==> config.mk <==
export PLATFORM = sky130hd
export DESIGN_NAME = serializer_n1_mlane
export DESIGN_NICKNAME = d
export VERILOG_FILES = /design/src/rtl/serializer_n1_mlane.sv
export SDC_FILE = /design/constraint.sdc
export NUM_CORES = 1
export LEC_CHECK = 0
export ABC_AREA = 1
export CAP_MARGIN = 20
export CORE_MARGIN = 2
export CORE_UTILIZATION = 45
export CTS_BUF_LIST = sky130_fd_sc_hd__clkbuf_8
export CTS_CLUSTER_SIZE = 25
export DETAILED_ROUTE_END_ITERATION = 8
export PLACE_DENSITY_LB_ADDON = 0.15
export SYNTH_ARGS = -nofsm -noshare
export SYNTH_HDL_FRONTEND = slang
export SYNTH_SLANG_ARGS = --single-unit
==> constraint.sdc <==
create_clock -name clk_i -period 2.77 [get_ports clk_i]
set_clock_uncertainty 0.05 [all_clocks]
set_input_delay 0.4155 -clock clk_i [delete_from_list [all_inputs] [get_ports clk_i]]
set_output_delay 0.4155 -clock clk_i [all_outputs]
set_load 0.05 [all_outputs]
==> src/rtl/serializer_n1_mlane.sv <==
// serializer_n1_mlane: single-clock multi-lane N:1 parallel-to-serial transmitter.
// Words enter a one-word holding buffer through a valid/ready handshake.
// Each lane then shifts one bit per clk_i onto a complementary output pair.
// All lanes share one bit counter and one handshake.
// Optional build macro: SERIALIZER_IDLE_WORD_EN. When it is defined, an underrun
// loads IDLE_WORD on every lane; otherwise an underrun loads all-zero.
//
// Handshake: a word is accepted on a rising clk_i edge where p_valid_i and
// p_ready_o are both high. p_ready_o is high only while the block is running
// and the holding buffer is empty. p_data_i is ignored on every other edge.
module serializer_n1_mlane #(
  parameter int               DATA_W    = 10,
  parameter int               LANES     = 1,
  parameter int               MSB_FIRST = 0,
  parameter logic [DATA_W-1:0] IDLE_WORD = {DATA_W{1'b0}}
) (
  input  logic                    clk_i,
  input  logic                    a_rst_n_i,
  input  logic                    p_valid_i,
  output logic                    p_ready_o,
  input  logic [LANES*DATA_W-1:0] p_data_i,
  output logic [LANES-1:0]        s_data_p_o,
  output logic [LANES-1:0]        s_data_n_o,
  output logic                    word_start_o,
  output logic                    underrun_o
);

  localparam int CNT_W = (DATA_W > 2) ? $clog2(DATA_W) : 1;
  localparam logic [CNT_W-1:0] LAST_BIT = CNT_W'(DATA_W - 1);

`ifdef SERIALIZER_IDLE_WORD_EN
  localparam logic [DATA_W-1:0] FILL_WORD = IDLE_WORD;
`else
  // IDLE_WORD has no effect in this build; the fill word is forced to zero.
  localparam logic [DATA_W-1:0] FILL_WORD = IDLE_WORD & {DATA_W{1'b0}};
`endif

  logic                           r_run;
  logic [CNT_W-1:0]               r_bit_cnt;
  logic [LANES*DATA_W-1:0]        r_hold;
  logic                           r_hold_full;
  logic [LANES-1:0][DATA_W-1:0]   r_shift;
  logic                           r_idle;
  logic [LANES-1:0]               r_s_p;
  logic [LANES-1:0]               r_s_n;
  logic                           r_word_start;
  logic                           r_underrun;

  logic                           w_ready;
  logic                           w_accept;
  logic                           w_last;
  logic [LANES-1:0]               w_out_bit;

  assign w_ready  = r_run & ~r_hold_full;
  assign w_accept = p_valid_i & w_ready;
  assign w_last   = (r_bit_cnt == LAST_BIT);

  // Select the output-end bit of each lane's shift register.
  always_comb begin
    w_out_bit = '0;
    for (int k = 0; k < LANES; k++) begin
      if (MSB_FIRST != 0) w_out_bit[k] = r_shift[k][DATA_W-1];
      else                w_out_bit[k] = r_shift[k][0];
    end
  end

  // Bit counter, hold buffer, shift registers and registered outputs.
  always_ff @(posedge clk_i) begin
    if (!a_rst_n_i) begin
      r_run        <= 1'b0;
      r_bit_cnt    <= LAST_BIT;
      r_hold       <= '0;
      r_hold_full  <= 1'b0;
      r_idle       <= 1'b0;
      for (int k = 0; k < LANES; k++) r_shift[k] <= FILL_WORD;
      r_s_p        <= '0;
      r_s_n        <= '1;
      r_word_start <= 1'b0;
      r_underrun   <= 1'b0;
    end else if (!r_run) begin
      // First edge out of reset only arms the block.
      r_run <= 1'b1;
    end else begin
      r_s_p        <= w_out_bit;
      r_s_n        <= ~w_out_bit;
      r_word_start <= (r_bit_cnt == '0);
      r_underrun   <= (r_bit_cnt == '0) & r_idle;

      if (w_last) begin
        r_bit_cnt <= '0;
        if (r_hold_full) begin
          for (int k = 0; k < LANES; k++) r_shift[k] <= r_hold[k*DATA_W +: DATA_W];
          r_idle <= 1'b0;
        end else begin
          for (int k = 0; k < LANES; k++) r_shift[k] <= FILL_WORD;
          r_idle <= 1'b1;
        end
        // The hold empties into the shifter unless refilled on this same edge.
        r_hold_full <= w_accept;
      end else begin
        r_bit_cnt <= r_bit_cnt + CNT_W'(1);
        for (int k = 0; k < LANES; k++) begin
          if (MSB_FIRST != 0) r_shift[k] <= r_shift[k] << 1;
          else                r_shift[k] <= r_shift[k] >> 1;
        end
        if (w_accept) r_hold_full <= 1'b1;
      end

      if (w_accept) r_hold <= p_data_i;
    end
  end

  assign p_ready_o    = w_ready;
  assign s_data_p_o   = r_s_p;
  assign s_data_n_o   = r_s_n;
  assign word_start_o = r_word_start;
  assign underrun_o   = r_underrun;

endmodule

==> results of run 1 <==
## flip-flops by register name, indices dropped and copies added (netlist names)
name          flops
r_run             1
word_start_o      1
s_data_p_o        1
s_data_n_o        1
r_hold           10
underrun_o        1
r_shift          10
r_hold_full       1
r_bit_cnt         4
r_idle            1
## worst reg2reg max path: stages (launching register included)
cell and delay (ps):
dfxtp_1 320, buf_4 290, inv_4 110, nor2_4 230, nand2_1 280, nand2_1 150, a21oi_1 70
## path summary, 6_finish.rpt
| path | to | cells after the start | slack [ps] |
|---|---|---|---|
| worst min-delay path | s_data_n_o | 1 | 410 |
| worst max register to register | r_hold[5] | 6 | 1160 |
| worst min register to register | s_data_n_o | 1 | 410 |
| worst max-delay path | p_ready_o | 4 | 830 |
## routing by layer
layer  up-vias  track usage (%)
met5         -                0
met4         0             9.52
met3         5             6.49
met2        22             28.7
met1       556             21.8
li1        683                -
## placed cells by master (no fill, tap or decap)
cell type / instances
dfxtp_1: 31
clkinv_1: 1
a21oi_1: 16
buf_4: 3
inv_4: 1
clkbuf_8: 7
nand2_1: 58
nand3_2: 1
nor2_1: 25
nor2_2: 1
a21o_1: 1
inv_2: 1
nand3_1: 33
nor2_4: 2
o21ai_0: 1
inv_1: 24
clkdlybuf4s50_1: 16
nand4_1: 2
nand2_2: 1
## where the power goes
| group | total (mW) | switching [mW] | internal, mW |
|---|---|---|---|
| combinational | 0.143 | 0.0886 | 0.0540 |
| clock | 0.381 | 0.158 | 0.223 |
| sequential | 0.489 | 0.0187 | 0.470 |
| total | 1.01 | 0.266 | 0.747 |
## stage by stage
| stage | instance area (sq um) | utilization [%] | total power, mW | setup WS [ps] |
|---|---|---|---|---|
| floorplan | 1420 | - | 0.605 | 1500 |
| global placement | 1590 | 52.4 | 0.638 | 1020 |
| detailed placement | 1590 | 52.4 | 0.642 | 990 |
| CTS | 1690 | 55.7 | 1.02 | 815 |
| global route | 1690 | 55.7 | 1.06 | 741 |
| finish | 1690 | 55.7 | 1.01 | 825 |
## cells by family after synthesis
logic type | Yosys count
and+or+nand+nor | 123
buffers and inverters | 37
DFF | 31
AOI/OAI and AO/OA | 18
## area by class of cell
type                    count  area [sq um]  share of cell area [%]
well taps                  44          55.1                    3.27
inverters                  26           100                    5.94
clock buffers               7          96.3                    5.72
clock inverters             1          3.75                   0.223
multi-input cells         141           627                    37.2
repair buffers             19           183                    10.8
flip-flops and latches     31           621                    36.8
==> out/qor.txt, run 1 <==
Setup crit start kind: register
Total CTS buffers: 5
Top cells by area, synth: dfxtp_1 (44%), nand2_1 (15%), nand3_1 (12%), nor2_1 (6.6%), inv_1 (6.1%)
Max FO, Critical Path: 27
RSZ-0062 raised after global routing: false
CP top delay family: buffers and inverters
Max Fclk: 0.514 GHz
Simple-gate share of the synthesized area: 37.7%
CP Class: register to primary output
Final Hold Viols: 0
Share of layout cells above drive strength 1: 7.56%
CP bufs+invs: 3
DR vias: 1266
Top FF cell, synth: dfxtp_1
Antenna Diode Count: 0
Count of cell types in the netlist: 20
Routed wl met3: 119 microns
Async set-reset flop share out of synthesis: 0%
Cell with the most instances after synthesis: nand2_1
Largest net degree at the start of global routing: 28
Outcome: completed
Worst-Margin Slew: 491 ps
GRT Util Overall: 18.3%
ANT nets after route: 0
Number of synthesized flops with an enable pin: 0
Synth Area in Compound Gates: 6.54%
Fill cells: 309
Clk slew on worst S/H paths: 60 ps
Mapped Cells: 209
Most used cell, CP: buf_4
Max Used Layer: met4
CTS Sinks: 31
Site row count: 20
Minimum clock period: 1940 ps
Pwr dens: 601 nW/um^2
Port Buf Inserts: 17
First-pass GRT wire length: 4810 microns
Drt pass-1 iters: 4
Worst Setup End Kind: primary output
Die Width: 60.1 microns
Post-cts repair resize count: 0
Gpl congestion: 0.750
Crit path largest cell delay: 320 ps
Post-CTS Setup Bufs: 0
DRC errors left: 0
Worst VDD drop: 0.000264 V
Final setup viols: 0
CP Data Required Time: 2300 ps
Syn_nets: 222
Critical path's slowest cell: dfxtp_1
Cell Area, Synth: 1420 sq um
Synth area leader: dfxtp_1
Synth Register Bits: 31
Largest family of logic cells by synthesized area: simple AND/OR/NAND/NOR gates
Vias in the first global route: 1093
Drt wl/cell: 10.3 microns
Synthesized-area fraction occupied by adder cells: 0%
WHS: 409 ps
Critical Path, Cell by Cell: buf_4 -> inv_4 -> nor2_4 -> buf_4
Crit share post-route: 70.2%
Avg Inst Size Synth: 6.78 sq um
Root Buffer: clkbuf_8
Hold buffer count at CTS: 0
Final Non-Filler Cells: 269
Slew Viols, Final: 0
Critical Path Start: r_run
Synth Area in XOR/XNOR: 0%
Longest Clk Path Bufs: 2
Post-synthesis sequential area ratio: 43.8%
Post-synth top cells: nand2_1 (58), nand3_1 (33), dfxtp_1 (31)
Antenna violations before repair: 0
Core Area: 3030 sq um
Total of max-cap violations: 0
Slew headroom: 67.1%
Iter 0 DRT Violations: 59
Setup TNS: 0 ps
Mux contribution to synthesized area: 0%
Leakage power: 0.810 nW
CP arrival: 1480 ps
H-tree Lvls: 2
Area grow syn2layout: 19.0%
# IOs: 18
Net count reported at finish: 237
Hold Crit Class: register to register
Vias per inst: 4.71
Dpl cells: 261
Starting density of the core: 46.8%
Die span in y: 60.1 microns
Routed wire length: 2760 microns
Die Area: 3610 sq um
Post-synth top area share: 43.8%
Worst Min Path Start: s_data_n_o
Grt ovf: 0
M1 WL: 1320 microns
Post-DP HPWL: 1950 microns
Met2 Routed Length: 1260 microns
Worst-Skew Late Latency: 280 ps
TritonCTS clock tree: yes
Ys Warns: 0
Worst R2R Start: r_run
(Power assumes the default switching activity.)
==> run 2, diff against run 1 <==
==> constraint.sdc (replaced) <==
create_clock -name clk_i -period 1.65 [get_ports clk_i]
set_clock_uncertainty 0.05 [all_clocks]
set_input_delay 0.2475 -clock clk_i [delete_from_list [all_inputs] [get_ports clk_i]]
set_output_delay 0.2475 -clock clk_i [all_outputs]
set_load 0.05 [all_outputs]
==> run 2 against run 1 <==
  * Flip-flop and latch count stayed put
  * Setup slack worse by 620 ps
  * Wire length is 0.18% higher
  * Utilization is 0.17 points higher
  * Sequential share of layout area is 0.11 points lower
  * Total power is 58% higher
  * Combinational power is 80% higher
  * Global-route usage is 0.56 points lower
==> out/qor.txt, run 2 (synthesized netlist as in run 1, its figures left out) <==
Outcome: completed (unchanged)
Total of max-cap violations: 0 (unchanged)
WHS: 416 ps (was 409 ps)
Longest Clk Path Bufs: 2 (unchanged)
Vias in the first global route: 1098 (was 1093)
CP Data Required Time: 1350 ps (was 2300 ps)
DR vias: 1292 (was 1266)
Pwr dens: 944 nW/um^2 (was 601 nW/um^2)
Core Util, Final: 55.8% (was 55.7%)
Die Area: 3610 sq um (unchanged)
Site row count: 20 (unchanged)
Root Buffer: clkbuf_8 (unchanged)
Antenna violations before repair: 0 (unchanged)
ANT nets after route: 0 (unchanged)
H-tree Lvls: 2 (unchanged)
Setup TNS: 0 ps (unchanged)
Final setup viols: 0 (unchanged)
Share of layout cells above drive strength 1: 10.1% (was 7.56%)
Iter 0 DRT Violations: 43 (was 59)
Most common cell after layout, fill and taps aside: nand2_1 (unchanged)
Worst Setup End Kind: primary output (unchanged)
Largest net degree at the start of global routing: 27 (was 28)
Max FO, Critical Path: 12 (was 27)
Total CTS buffers: 5 (unchanged)
Placed cell area: 1620 sq um (was 1590 sq um)
Final Non-Filler Cells: 271 (was 269)
Dpl cells: 265 (was 261)
Vias per inst: 4.77 (was 4.71)
Max Fclk: 0.693 GHz
Starting density of the core: 46.8% (unchanged)
Slew Viols, Final: 0 (unchanged)
Area grow syn2layout: 19.3% (was 19.0%)
RSZ-0062 raised after global routing: false (unchanged)
CTS Sinks: 31 (unchanged)
Top Registers: r_hold: 10 flops, r_shift: 10 flops, r_bit_cnt: 4 flops (unchanged)
Post-cts repair resize count: 0 (unchanged)
Final Cell Area: 1690 sq um (about the same)
# IOs: 18 (unchanged)
Post-CTS Setup Bufs: 0 (unchanged)
Fill cells: 299 (was 309)
Setup crit start kind: register (unchanged)
Reg area: 621 sq um (unchanged)
Die Width: 60.1 microns (unchanged)
Worst VDD drop: 0.000543 V (was 0.000264 V)
Hold Crit Class: register to register (unchanged)
Crit share post-route: 87.5%
Worst-Skew Late Latency: 270 ps (was 280 ps)
Drt pass-1 iters: 4 (unchanged)
Port Buf Inserts: 17 (unchanged)
Clk slew on worst S/H paths: 60 ps (about the same)
Hold buffer count at CTS: 0 (unchanged)
Worst-Margin Slew: 330 ps (was 491 ps)
Grt ovf: 0 (unchanged)
TritonCTS clock tree: yes (unchanged)
Antenna Diode Count: 0 (unchanged)
CP Class: register to primary output (unchanged)
Gpl congestion: 0.787 (was 0.750)
First-pass GRT wire length: 4770 microns (was 4810 microns)
Slew headroom: 77.9% (was 67.1%)
DRC errors left: 0 (unchanged)
Post-DP HPWL: 1990 microns (was 1950 microns)
Die span in y: 60.1 microns (unchanged)
Routed wire length: 2770 microns (was 2760 microns)
CP arrival: 1150 ps (was 1480 ps)
Net count reported at finish: 241 (was 237)
Most frequent cells in the layout: nand2_1 (58), nand3_1 (33), dfxtp_1 (31) (unchanged)
Drt wl/cell: 10.2 microns (was 10.3 microns)
Minimum clock period: 1440 ps
Final Hold Viols: 0 (unchanged)
Core Area: 3030 sq um (unchanged)
GRT Util Overall: 17.7% (was 18.3%)
Leakage power: 0.825 nW (was 0.810 nW)
Area of the multi-input gates: 627 sq um (unchanged)
==> run 2: cell count changes in the layout (fill, tap and decap cells not counted) <==
cell             delta
clkdlybuf4s50_1     -4
buf_12              +1
buf_4               +7
clkbuf_8            -2
==> run 2: area by class of cell <==
type                    count  share of cell area (%)
clock inverters             1                   0.222
inverters                  26                    5.92
flip-flops and latches     31                    36.7
clock buffers               5                    4.07
multi-input cells         141                    37.1
repair buffers             23                    12.7
well taps                  44                    3.26
==> run 2: worst paths after layout <==
path                 from          to  slack (ps)  cells past startpoint
min reg2reg    s_data_n_o  s_data_n_o         420                      1
min            s_data_n_o  s_data_n_o         420                      1
max reg2reg  r_bit_cnt[0]  r_shift[1]         260                      7
max                 r_run   p_ready_o         210                      3
==> run 2: through the flow <==
| stage | setup slack (ps) | total power [mW] |
|---|---|---|
| final | 206 | 1.60 |
| after global routing | 113 | 1.68 |
| after CTS | 197 | 1.61 |
| after detailed placement | 293 | 1.09 |
| after global placement | 303 | 1.09 |
| after floorplan | 505 | 1.02 |
==> run 2: worst max-delay path, stage by stage, from the launching register on <==
cell     delay (ps)
dfxtp_1         370
inv_4            80
nor2_4          240
buf_12          180
==> run 2: routing by layer <==
metal | GRT usage (%) | wire length [microns]
met3 | 6.49 | 123
met2 | 25.9 | 1130
met4 | 6.67 | 46
met1 | 23.7 | 1460
met5 | 0 | 0
==> run 2: report_power, final <==
group          total, mW  switching [mW]  internal, mW
Sequential         0.819          0.0288         0.790
Combinational      0.258           0.154         0.103
Clock              0.520           0.246         0.274
Total               1.60           0.429          1.17
==> run 3, diff against run 2 <==
--- a/config.mk
+++ b/config.mk
@@ -12,7 +12,7 @@
 export CTS_BUF_LIST = sky130_fd_sc_hd__clkbuf_8
 export CTS_CLUSTER_SIZE = 25
 export DETAILED_ROUTE_END_ITERATION = 8
-export PLACE_DENSITY_LB_ADDON = 0.15
+export PLACE_DENSITY_LB_ADDON = 0.05
 export SYNTH_ARGS = -nofsm -noshare
 export SYNTH_HDL_FRONTEND = slang
 export SYNTH_SLANG_ARGS = --single-unit
==> constraint.sdc (replaced) <==
create_clock -name clk_i -period 1.65 [get_ports clk_i]
set_clock_uncertainty 0.05 [all_clocks]
set_input_delay 0.2475 -clock clk_i [delete_from_list [all_inputs] [get_ports clk_i]]
set_output_delay 0.2475 -clock clk_i [all_outputs]
set_load 0.1 [all_outputs]
==> run 3 against run 2 <==
  * Utilization increased by 1.7 points
  * Total power up 2.9%
  * Clock power increased by 3%
  * Die area stayed put
  * Sequential share of layout area shrank 1.1 points
  * Setup slack got worse by 51 ps
  * Critical path type unchanged
==> out/qor.txt, run 3 (synthesized netlist as in run 1, its figures left out) <==
Outcome: completed (unchanged)
Antenna Diode Count: 0 (unchanged)
Worst-Margin Slew: 345 ps (was 330 ps)
Top Registers: r_hold: 10 flops, r_shift: 10 flops, r_bit_cnt: 4 flops (unchanged)
Setup TNS: 0 ps (unchanged)
Setup WS pre-CTS: 275 ps (was 293 ps)
Starting density of the core: 46.8% (unchanged)
Worst VDD drop: 0.000498 V (was 0.000543 V)
Routed wl met3: 117 microns (was 123 microns)
Setup crit start kind: register (unchanged)
Vias per inst: 4.77 (about the same)
CP Class: register to primary output (unchanged)
Post-cts repair resize count: 0 (unchanged)
Pwr dens: 943 nW/um^2 (was 944 nW/um^2)
Crit share post-route: 90.6% (was 87.5%)
Iter 0 DRT Violations: 33 (was 43)
Total CTS buffers: 5 (unchanged)
M1 WL: 1310 microns (was 1460 microns)
Post-CTS Setup Bufs: 0 (unchanged)
Hold Crit Class: register to register (unchanged)
Worst Setup End Kind: primary output (unchanged)
Final Hold Viols: 0 (unchanged)
Hold buffer count at CTS: 0 (unchanged)
Max FO, Critical Path: 12 (unchanged)
Slew headroom: 76.7% (was 77.9%)
Longest Clk Path Bufs: 2 (unchanged)
CP Data Required Time: 1350 ps (about the same)
Drt wl/cell: 10.9 microns (was 10.2 microns)
Final setup viols: 0 (unchanged)
Most common cell after layout, fill and taps aside: nand2_1 (unchanged)
Area grow syn2layout: 22.9% (was 19.3%)
Gpl congestion: 0.842 (was 0.787)
ANT nets after route: 0 (unchanged)
Routed wire length: 2940 microns (was 2770 microns)
Final Cell Area: 1740 sq um (was 1690 sq um)
Post-DP HPWL: 2130 microns (was 1990 microns)
Leakage power: 0.840 nW (was 0.825 nW)
Tot Pwr: 1.64 mW (was 1.60 mW)
Net count reported at finish: 241 (unchanged)
Met2 Routed Length: 1460 microns (was 1130 microns)
TritonCTS clock tree: yes (unchanged)
Max Used Layer: met4 (unchanged)
Drt pass-1 iters: 4 (unchanged)
Core Area: 3030 sq um (unchanged)
CP arrival: 1200 ps (was 1150 ps)
Port Buf Inserts: 17 (unchanged)
Placed cell area: 1670 sq um (was 1620 sq um)
Share of layout cells above drive strength 1: 10.1% (unchanged)
Most frequent cells in the layout: nand2_1 (58), nand3_1 (33), dfxtp_1 (31) (unchanged)
Max Fclk: 0.669 GHz (was 0.693 GHz)
Slew Viols, Final: 0 (unchanged)
DRC errors left: 0 (unchanged)
Die span in y: 60.1 microns (unchanged)
# IOs: 18 (unchanged)
Die Area: 3610 sq um (unchanged)
RSZ-0062 raised after global routing: false (unchanged)
Root Buffer: clkbuf_8 (unchanged)
Minimum clock period: 1490 ps (was 1440 ps)
Final setup margin: 156 ps (was 206 ps)
H-tree Lvls: 2 (unchanged)
Clk slew on worst S/H paths: 60 ps (about the same)
Site row count: 20 (unchanged)
Vias in the first global route: 1228 (was 1098)
First-pass GRT wire length: 5140 microns (was 4770 microns)
CTS Sinks: 31 (unchanged)
GRT Util Overall: 20.0% (was 17.7%)
Die Width: 60.1 microns (unchanged)
DR vias: 1294 (was 1292)
Reg-to-reg slack, setup: 280 ps (was 260 ps)
Total of max-cap violations: 0 (unchanged)
WHS: 418 ps (was 416 ps)
Worst-Skew Late Latency: 290 ps (was 270 ps)
Antenna violations before repair: 0 (unchanged)
Largest net degree at the start of global routing: 27 (unchanged)
Grt ovf: 0 (unchanged)
==> run 3: critical path: stages, from the launching register on <==
cell and delay [ps]:
dfxtp_1 380, inv_4 70, nor2_4 240, buf_12 220
==> run 3: final timing paths <==
| path | endpoint | startpoint | depth (start not counted) |
|---|---|---|---|
| worst max-delay path | p_ready_o | r_run | 3 |
| worst min-delay path | r_hold[1] | r_hold[1] | 2 |
| worst max register to register | r_hold[8] | r_run | 5 |
| worst min register to register | r_hold[1] | r_hold[1] | 2 |
==> run 3: area by class of cell <==
| class | instances | area [sq um] |
|---|---|---|
| fill | 294 | 1290 |
| multi-input combinational | 141 | 627 |
| sequential | 31 | 621 |
| timing repair buffer | 23 | 265 |
| inverter | 26 | 100 |
| clock buffer | 5 | 68.8 |
| tap | 44 | 55.1 |
| clock inverter | 1 | 3.75 |
==> run 3: stage by stage <==
step,cells,util [%]
global route,271,57.5
CTS,271,57.5
floorplan,209,-
finish,271,57.5
detailed placement,265,55.1
global placement,265,55.1
==> run 3: routing by layer <==
metal  track usage [%]  up-vias
li1                  -      683
met1              19.9      586
met2              36.0       19
met3              8.44        6
met4              8.57        0
met5                 0        -
==> run 3: power breakdown <==
part / leakage [nW] / switching, mW / internal, mW
logic: 0.544 / 0.177 / 0.112
clock network: 0.0413 / 0.259 / 0.274
registers: 0.254 / 0.0300 / 0.790
total: 0.840 / 0.466 / 1.18
